$ cat config.mk
export PLATFORM = sky130hd
export DESIGN_NAME = serial_adder
export DESIGN_NICKNAME = d
export VERILOG_FILES = /design/src/rtl/serial_adder.sv
export SDC_FILE = /design/constraint.sdc
export NUM_CORES = 1
export LEC_CHECK = 0
export CAP_MARGIN = 25
export CORE_ASPECT_RATIO = 0.7
export CORE_MARGIN = 4
export CORE_UTILIZATION = 45
export CTS_CLUSTER_DIAMETER = 50
export CTS_CLUSTER_SIZE = 8
export DETAILED_ROUTE_END_ITERATION = 8
export PLACE_DENSITY = 0.7
export SETUP_SLACK_MARGIN = 0.02
export SYNTH_ARGS = -nofsm -noshare
export SYNTH_HDL_FRONTEND = slang
export SYNTH_SLANG_ARGS = --single-unit
export TNS_END_PERCENT = 20
$ cat constraint.sdc
create_clock -name clk -period 2.3 [get_ports clk]
set_input_delay 0.575 -clock clk [delete_from_list [all_inputs] [get_ports clk]]
set_output_delay 0.575 -clock clk [all_outputs]
set_load 0.005 [all_outputs]
$ cat src/rtl/serial_adder.sv
// Multi-cycle adder/subtractor: resolves DIGIT bits per clock through a registered
// ripple carry and reports sum, carry-out and signed overflow with a done pulse.
module serial_adder #(
  parameter int WIDTH = 8,
  parameter int DIGIT = 1
) (
  input  logic             clk,
  input  logic             rst_n,
  input  logic             start,
  input  logic             sub,
  input  logic [WIDTH-1:0] a,
  input  logic [WIDTH-1:0] b,
  input  logic             cin,
  output logic             busy,
  output logic             done,
  output logic [WIDTH-1:0] sum,
  output logic             cout,
  output logic             ovf
);

  localparam int C  = WIDTH / DIGIT;
  localparam int CW = (C > 1) ? $clog2(C) : 1;
  localparam logic [CW-1:0] CNT_LAST = CW'(C - 1);

  typedef enum logic [1:0] {IDLE, RUN, DONE} state_e;

  state_e           state_q, state_d;
  logic [WIDTH-1:0] a_sh_q, a_sh_d;
  logic [WIDTH-1:0] b_sh_q, b_sh_d;
  logic [WIDTH-1:0] res_q, res_d;
  logic             carry_q, carry_d;
  logic [CW-1:0]    cnt_q, cnt_d;
  logic             busy_q, busy_d;
  logic             done_q, done_d;
  logic [WIDTH-1:0] sum_q, sum_d;
  logic             cout_q, cout_d;
  logic             ovf_q, ovf_d;

  logic [DIGIT:0]   digit_sum;
  logic [WIDTH-1:0] res_next;
  logic             msb_cin;

  always_comb begin
    digit_sum = {1'b0, a_sh_q[DIGIT-1:0]} + {1'b0, b_sh_q[DIGIT-1:0]}
              + (DIGIT+1)'(carry_q);
    // New digit enters at the top so after C shifts the LSB digit sits at bit 0.
    res_next  = (res_q >> DIGIT) | (WIDTH'(digit_sum[DIGIT-1:0]) << (WIDTH - DIGIT));
    // Carry into the top column recovered from its sum bit and operand bits.
    msb_cin   = a_sh_q[DIGIT-1] ^ b_sh_q[DIGIT-1] ^ digit_sum[DIGIT-1];
  end

  always_comb begin
    // NOTE: every signal gets a default here so no path leaves it unassigned and infers a latch.
    state_d = state_q;
    a_sh_d  = a_sh_q;
    b_sh_d  = b_sh_q;
    res_d   = res_q;
    carry_d = carry_q;
    cnt_d   = cnt_q;
    sum_d   = sum_q;
    cout_d  = cout_q;
    ovf_d   = ovf_q;

    if (state_q == RUN) begin
      a_sh_d  = a_sh_q >> DIGIT;
      b_sh_d  = b_sh_q >> DIGIT;
      res_d   = res_next;
      carry_d = digit_sum[DIGIT];
      cnt_d   = cnt_q + CW'(1);
      if (cnt_q == CNT_LAST) begin
        state_d = DONE;
        sum_d   = res_next;
        cout_d  = digit_sum[DIGIT];
        ovf_d   = msb_cin ^ digit_sum[DIGIT];
      end
    end else if (start) begin
      // Subtract is a + ~b + 1, so cin is replaced by the forced carry.
      state_d = RUN;
      a_sh_d  = a;
      b_sh_d  = sub ? ~b : b;
      carry_d = sub | cin;
      cnt_d   = '0;
    end else begin
      state_d = IDLE;
    end

    busy_d = (state_d == RUN);
    done_d = (state_d == DONE);
  end

  always_ff @(posedge clk or negedge rst_n) begin
    // NOTE: the shift registers are reset too, so an abandoned operation leaves nothing behind.
    if (!rst_n) begin
      state_q <= IDLE;
      a_sh_q  <= '0;
      b_sh_q  <= '0;
      res_q   <= '0;
      carry_q <= 1'b0;
      cnt_q   <= '0;
      busy_q  <= 1'b0;
      done_q  <= 1'b0;
      sum_q   <= '0;
      cout_q  <= 1'b0;
      ovf_q   <= 1'b0;
    end else begin
      // NOTE: non-blocking assignments keep every flop sampling pre-edge values.
      state_q <= state_d;
      a_sh_q  <= a_sh_d;
      b_sh_q  <= b_sh_d;
      res_q   <= res_d;
      carry_q <= carry_d;
      cnt_q   <= cnt_d;
      busy_q  <= busy_d;
      done_q  <= done_d;
      sum_q   <= sum_d;
      cout_q  <= cout_d;
      ovf_q   <= ovf_d;
    end
  end

  assign busy = busy_q;
  assign done = done_q;
  assign sum  = sum_q;
  assign cout = cout_q;
  assign ovf  = ovf_q;

endmodule

==> results of run 1 <==
metrics by stage:
stage | std cells | setup WS (ns) | hold slack, ns | instance area (um2)
3_5_place_dp | 225 | 0.357 | 0.468 | 2190
2_1_floorplan | 146 | 0.870 | 0.279 | 1850
5_1_grt | 233 | 0.507 | 0.366 | 2300
3_3_place_gp | 225 | 0.444 | 0.461 | 2190
6_report | 233 | 0.564 | 0.333 | 2300
4_1_cts | 233 | 0.545 | 0.342 | 2300
cells in the final DEF (no fill, tap or decap), drive strengths merged:
cell / instances
a211oi: 2
a21o: 1
buf: 5
bufinv: 1
clkbuf: 7
clkdlybuf4s50: 31
dfrtp: 41
fa: 1
ha: 2
inv: 2
mux2: 17
mux2i: 15
nand2: 17
nand2b: 2
nand3b: 1
nor2: 7
nor2b: 1
o21ai: 17
xnor2: 4
xor2: 7
layer usage:
layer / track usage [%] / vias to the layer above
met3: 3.88 / 2
met4: 6.77 / 0
met1: 17.7 / 566
li1: - / 557
met2: 23.5 / 18
met5: 0 / -
logic make-up (layout without fill, tap and decap cells):
kind of cell | after synthesis | in the layout | synth area share, %
simple gates | 28 | 28 | 7.37
fa+ha+maj | 3 | 3 | 2.44
xor+xnor | 11 | 11 | 5.21
buf+inv | 11 | 46 | 4.33
flops | 41 | 41 | 55.5
mux | 32 | 32 | 19.1
compound gates | 20 | 20 | 6.09
sequential cells by signal, summed over array words and instances (netlist names):
name     flops
busy         1
res_q        7
cnt_q        3
state_q      2
sum          8
a_sh_q       8
carry_q      1
ovf          1
b_sh_q       8
cout         1
done         1
worst max-delay path by stage:
stage	end	cells past startpoint	from
global placement	b_sh_q[0]$_DFFE_PN0P_	4	sub
global route	cout	1	cout$_DFFE_PN0P_
detailed placement	b_sh_q[0]$_DFFE_PN0P_	4	sub
CTS	ovf	1	ovf$_DFFE_PN0P_
finish	cout	1	cout$_DFFE_PN0P_
floorplan	ovf$_DFFE_PN0P_	4	a_sh_q[0]$_DFFE_PN0P_
final cells by class:
cell class                 instances  area, um2
inverter                           2       7.51
clock inverter                     1       30.0
sequential                        41       1030
multi-input combinational         94        743
clock buffer                       7       86.3
timing repair buffer              36        345
fill                             338       1640
tap                               52       65.1
report_power, final:
group	total [uW]	switching, uW	internal (uW)
sequential	1240	197	1050
clock	591	238	354
combinational	1110	468	642
==> impl_metrics.tcl, run 1 <==
set metrics [dict create \
    outcome "completed" \
    cp-start-kind "flop" \
    overflow 0 \
    critPathTopFamily "buffers and inverters" \
    syn_inst 146 \
    fin_setup_tns_ns 0 \
    post-route-util_pct 58.4 \
    syn2layout_area_growth_pct 24.6 \
    max-slew-margin-rel_pct 66.5 \
    synthTopCellsByArea "dfrtp_1 (55%), mux2_2 (8.5%), mux2i_1 (8.1%)" \
    antenna_found_initial 0 \
    route.met3.wl_um 115 \
    critPathMaxFanout 2 \
    skew_ns 0.00575 \
    vias 1143 \
    finalCriticalPeriod_ns 1.74 \
    grtUsageTotal_pct 14.2 \
    rows 19 \
    r2r_cells 4 \
    clockBufferDepth 2 \
    die_x_um 84.6 \
    portBuffers 32 \
    hpwlAfterDp_mm 2.33 \
    grt_max_degree 42 \
    hold_class "in2async" \
    vdd_drop_max_v 0.000797 \
    post-cts-setup-buffers 0 \
    arrival_ns 1.16 \
    p_leak_uw 0.00108 \
    rsz0062_at_grt "no" \
    r2r_setup_slack_ns 0.78 \
    ys_ff_latch 41 \
    cts_tree "done" \
    start_util_pct 46.9 \
    r2r-start "a_sh_q[0]$_DFFE_PN0P_" \
    synthArstFlopShare_pct 100 \
    crit_slowest_cell "clkdlybuf4s50_1" \
    drive_gt1_share_pct 17.7 \
    yosysMostFrequentCell "dfrtp_1" \
    synth_largest_area_cell "dfrtp_1" \
    hold_viol_final 0 \
    wl_met1_mm 1.50 \
    root_buffer "clkbuf_8" \
    htree_levels 2 \
    dieArea_um2 5220 \
    crit_buf_inv 1 \
    synth_edf_count 0 \
    ys_seq_area_share_pct 55.5 \
    critPathKind "reg2out" \
    synthFlopType "dfrtp_1" \
    routed.top_layer "met4" \
    diodes 0 \
    die_y_um 61.6 \
    max_cap_viol_count 0 \
    syn-num-nets 170 \
    synth_area_per_cell_um2 12.7 \
    max_slew.worst_pin.slew_ns 0.502 \
    fmax_mhz 576 \
    drtPass1Iterations 2 \
    clock_latency_ns 0.29 \
    drt_wl_total_mm 3.34 \
    synth_cell_type_count 23 \
    route.met2.wl_mm 1.69 \
    post_cts_resize_count 0 \
    drc 0 \
    grt_pass1_vias 1218 \
    core_um2 3950 \
    r2r-end "ovf$_DFFE_PN0P_" \
    io_pins 33 \
    cts_made_buffers 5 \
    cts_hold_buf 0 \
    wl_per_cell_um 14.3 \
    globalplace.congestion 0.728 \
    grt_pass1_wl_mm 5.56 \
    antenna_left 0 \
    clock_sinks 41 \
    crit_chain "clkdlybuf4s50_1" \
    maxSlewViolCount 0 \
    dr.first_iter.drc_count 82 \
    critPathMaxStageDelay_ns 0.51 \
    clk_pin_slew_ns 0.08 \
    synth_commonest_cells "dfrtp_1 (41), nand2_1 (17), o21ai_0 (17)" \
    p_total_uw 2940 \
    p_per_area_nw_per_um2 1280 \
    cp.required_ns 1.73 \
    final_net_count 204 \
    syn-cell-area_um2 1850 \
    synth_top_area_share_pct 55.5 \
    via_per_inst 4.91 \
    cp-end-kind "output port" \
    setup_viol 0 \
    yosysWarningCount 0 \
    period_share_pct 75.5 \
]
Power figures use the tool's default switching activity.
==> run 2: changes to the inputs <==
--- a/config.mk
+++ b/config.mk
@@ -12,7 +12,7 @@
 export CTS_CLUSTER_DIAMETER = 50
 export CTS_CLUSTER_SIZE = 8
 export DETAILED_ROUTE_END_ITERATION = 8
-export PLACE_DENSITY = 0.7
+export PLACE_DENSITY = 0.73
 export SETUP_SLACK_MARGIN = 0.02
 export SYNTH_ARGS = -nofsm -noshare
 export SYNTH_HDL_FRONTEND = slang
==> constraint.sdc (replaced) <==
create_clock -name clk -period 1.56 [get_ports clk]
set_input_delay 0.39 -clock clk [delete_from_list [all_inputs] [get_ports clk]]
set_output_delay 0.39 -clock clk [all_outputs]
set_load 0.005 [all_outputs]
==> impl_metrics.tcl, run 2 (same netlist as run 1, synthesis figures left out) <==
set metrics [dict create \
    start_util_pct 46.9 \
    post_dp_cell_area_um2 2240 \
    grt_pass1_wl_mm 5.50 \
    grtUsageTotal_pct 13.9 \
    cp-end-kind "output port" \
    cp.required_ns 1.17 \
    clock_latency_ns 0.29 \
    clock_sinks 41 \
    final_cell_mix "dfrtp_1 (41), clkdlybuf4s50_1 (20), nand2_1 (17), o21ai_0 (16), mux2i_1 (15)" \
    period_share_pct 96.3 \
    antenna_left 0 \
    outcome "completed" \
    critPathKind "reg2out" \
    via_per_inst 4.85 \
    overflow 0 \
    dr.first_iter.drc_count 58 \
    dieArea_um2 5220 \
    fmax_mhz 666 \
    grt_pass1_vias 1217 \
    fin_setup_tns_ns 0 \
    p_total_uw 4370 \
    drtPass1Iterations 4 \
    multi_input_area_um2 743 \
    cts_made_buffers 5 \
    cts_hold_buf 0 \
    crit_chain "clkdlybuf4s50_1" \
    drc 0 \
    die_x_um 84.6 \
    rows 19 \
    final-seq-area_um2 1030 \
    power_frac_clock_pct 20.0 \
    diodes 0 \
    final_net_count 208 \
    critPathMaxFanout 1 \
    r2r-end "ovf$_DFFE_PN0P_" \
    final_area_um2 2380 \
    fillCellCount 321 \
    max_cap_viol_count 0 \
    cts_tree "done" \
    skew_ns 0.00687 \
    drive_gt1_share_pct 19.5 \
    critPathMaxStageDelay_ns 0.49 \
    hpwlAfterDp_mm 2.31 \
    stdcell_count 237 \
    pwr-share-seq_pct 41.6 \
    syn2layout_area_growth_pct 28.8 \
    die_y_um 61.6 \
    clockBufferDepth 2 \
    maxSlewViolCount 0 \
    critPathTopFamily "buffers and inverters" \
    internal_power_uw 3020 \
    setup_viol 0 \
    max_slew.worst_pin.slew_ns 0.378 \
    cp-start-kind "flop" \
    vias 1150 \
    switching_share_pct 30.9 \
    hold_class "in2async" \
    grt_max_degree 31 \
    portBuffers 32 \
    antenna_found_initial 0 \
    final_common_cell "dfrtp_1" \
    io_pins 33 \
    crit_buf_inv 1 \
    p_leak_uw 0.00124 \
    clk_pin_slew_ns 0.08 \
    combPwrFrac_pct 38.4 \
    place_inst 229 \
    p_per_area_nw_per_um2 1840 \
    r2r_setup_slack_ns 0.08 \
    root_buffer "clkbuf_8" \
    finalCriticalPeriod_ns 1.50 \
    switchingPower_uw 1350 \
    globalplace.congestion 0.731 \
    drt_wl_total_mm 3.31 \
    wl_per_cell_um 13.9 \
    arrival_ns 1.11 \
    vdd_drop_max_v 0.000959 \
    r2r_cells 4 \
    rsz0062_at_grt "yes" \
    hold_viol_final 0 \
    max-slew-margin-rel_pct 74.8 \
    r2r-start "carry_q$_DFFE_PN0P_" \
    crit_slowest_cell "clkdlybuf4s50_1" \
    core_um2 3950 \
    htree_levels 2 \
]
-- run 2: cell types whose count changed in the layout (fill, tap and decap cells not counted) --
| cell | previous run | this run |
|---|---|---|
| dlygate4sd2_1 | 0 | 1 |
| buf_12 | 0 | 2 |
| buf_4 | 4 | 6 |
| clkdlybuf4s50_1 | 31 | 20 |
| o21ai_0 | 17 | 16 |
| dlymetal6s2s_1 | 0 | 10 |
| o21ai_1 | 0 | 1 |
-- run 2: area by class of cell --
class | instances | share of cell area (%)
multi-input combinational | 94 | 31.2
inverter | 2 | 0.315
clock buffer | 7 | 3.62
tap | 52 | 2.73
timing repair buffer | 40 | 17.8
sequential | 41 | 43.1
clock inverter | 1 | 1.26
-- run 2: metrics by stage --
| step | hold WS (ns) | setup slack, ns | utilization (%) |
|---|---|---|---|
| finish | 0.00825 | 0.0582 | 60.4 |
| global route | 0.0278 | -0.00958 | 60.4 |
| CTS | 0.0137 | 0.00955 | 59.7 |
| detailed placement | 0.331 | -0.0441 | 56.8 |
| global placement | 0.315 | 0.00794 | 56.8 |
| floorplan | 0.0944 | 0.130 | - |
-- run 2: power by group through the flow --
stage	Combinational (uW)	Clock (uW)	Sequential (uW)
3_3_place_gp	1650	0	1810
4_1_cts	1730	893	1830
2_1_floorplan	1220	0	1790
5_1_grt	1860	940	1880
6_report	1680	875	1820
3_5_place_dp	1720	0	1840
-- run 2: how the worst max path moves through the flow --
stage | startpoint | end | cells after the start
6_report | busy$_DFF_PN0_ | busy | 1
5_1_grt | carry_q$_DFFE_PN0P_ | ovf$_DFFE_PN0P_ | 4
4_1_cts | ovf$_DFFE_PN0P_ | ovf | 1
3_5_place_dp | start | b_sh_q[6]$_DFFE_PN0P_ | 4
3_3_place_gp | sub | b_sh_q[0]$_DFFE_PN0P_ | 5
2_1_floorplan | a_sh_q[0]$_DFFE_PN0P_ | ovf$_DFFE_PN0P_ | 4
-- run 2: metal layers --
| layer | track usage (%) | vias up | part of all wire [%] |
|---|---|---|---|
| met4 | 7.45 | 0 | 2.1 |
| met5 | 0 | - | 0 |
| met3 | 3.74 | 6 | 2.6 |
| li1 | - | 565 | - |
| met2 | 23.3 | 15 | 50 |
| met1 | 17.0 | 564 | 45 |
-- run 2: repair_timing --
action | in CTS | in global routing
setup endpoints to repair | 9 | 11
pin swaps | 0 | 3
gates resized for setup | 1 | 11
buffers inserted | 0 | 0
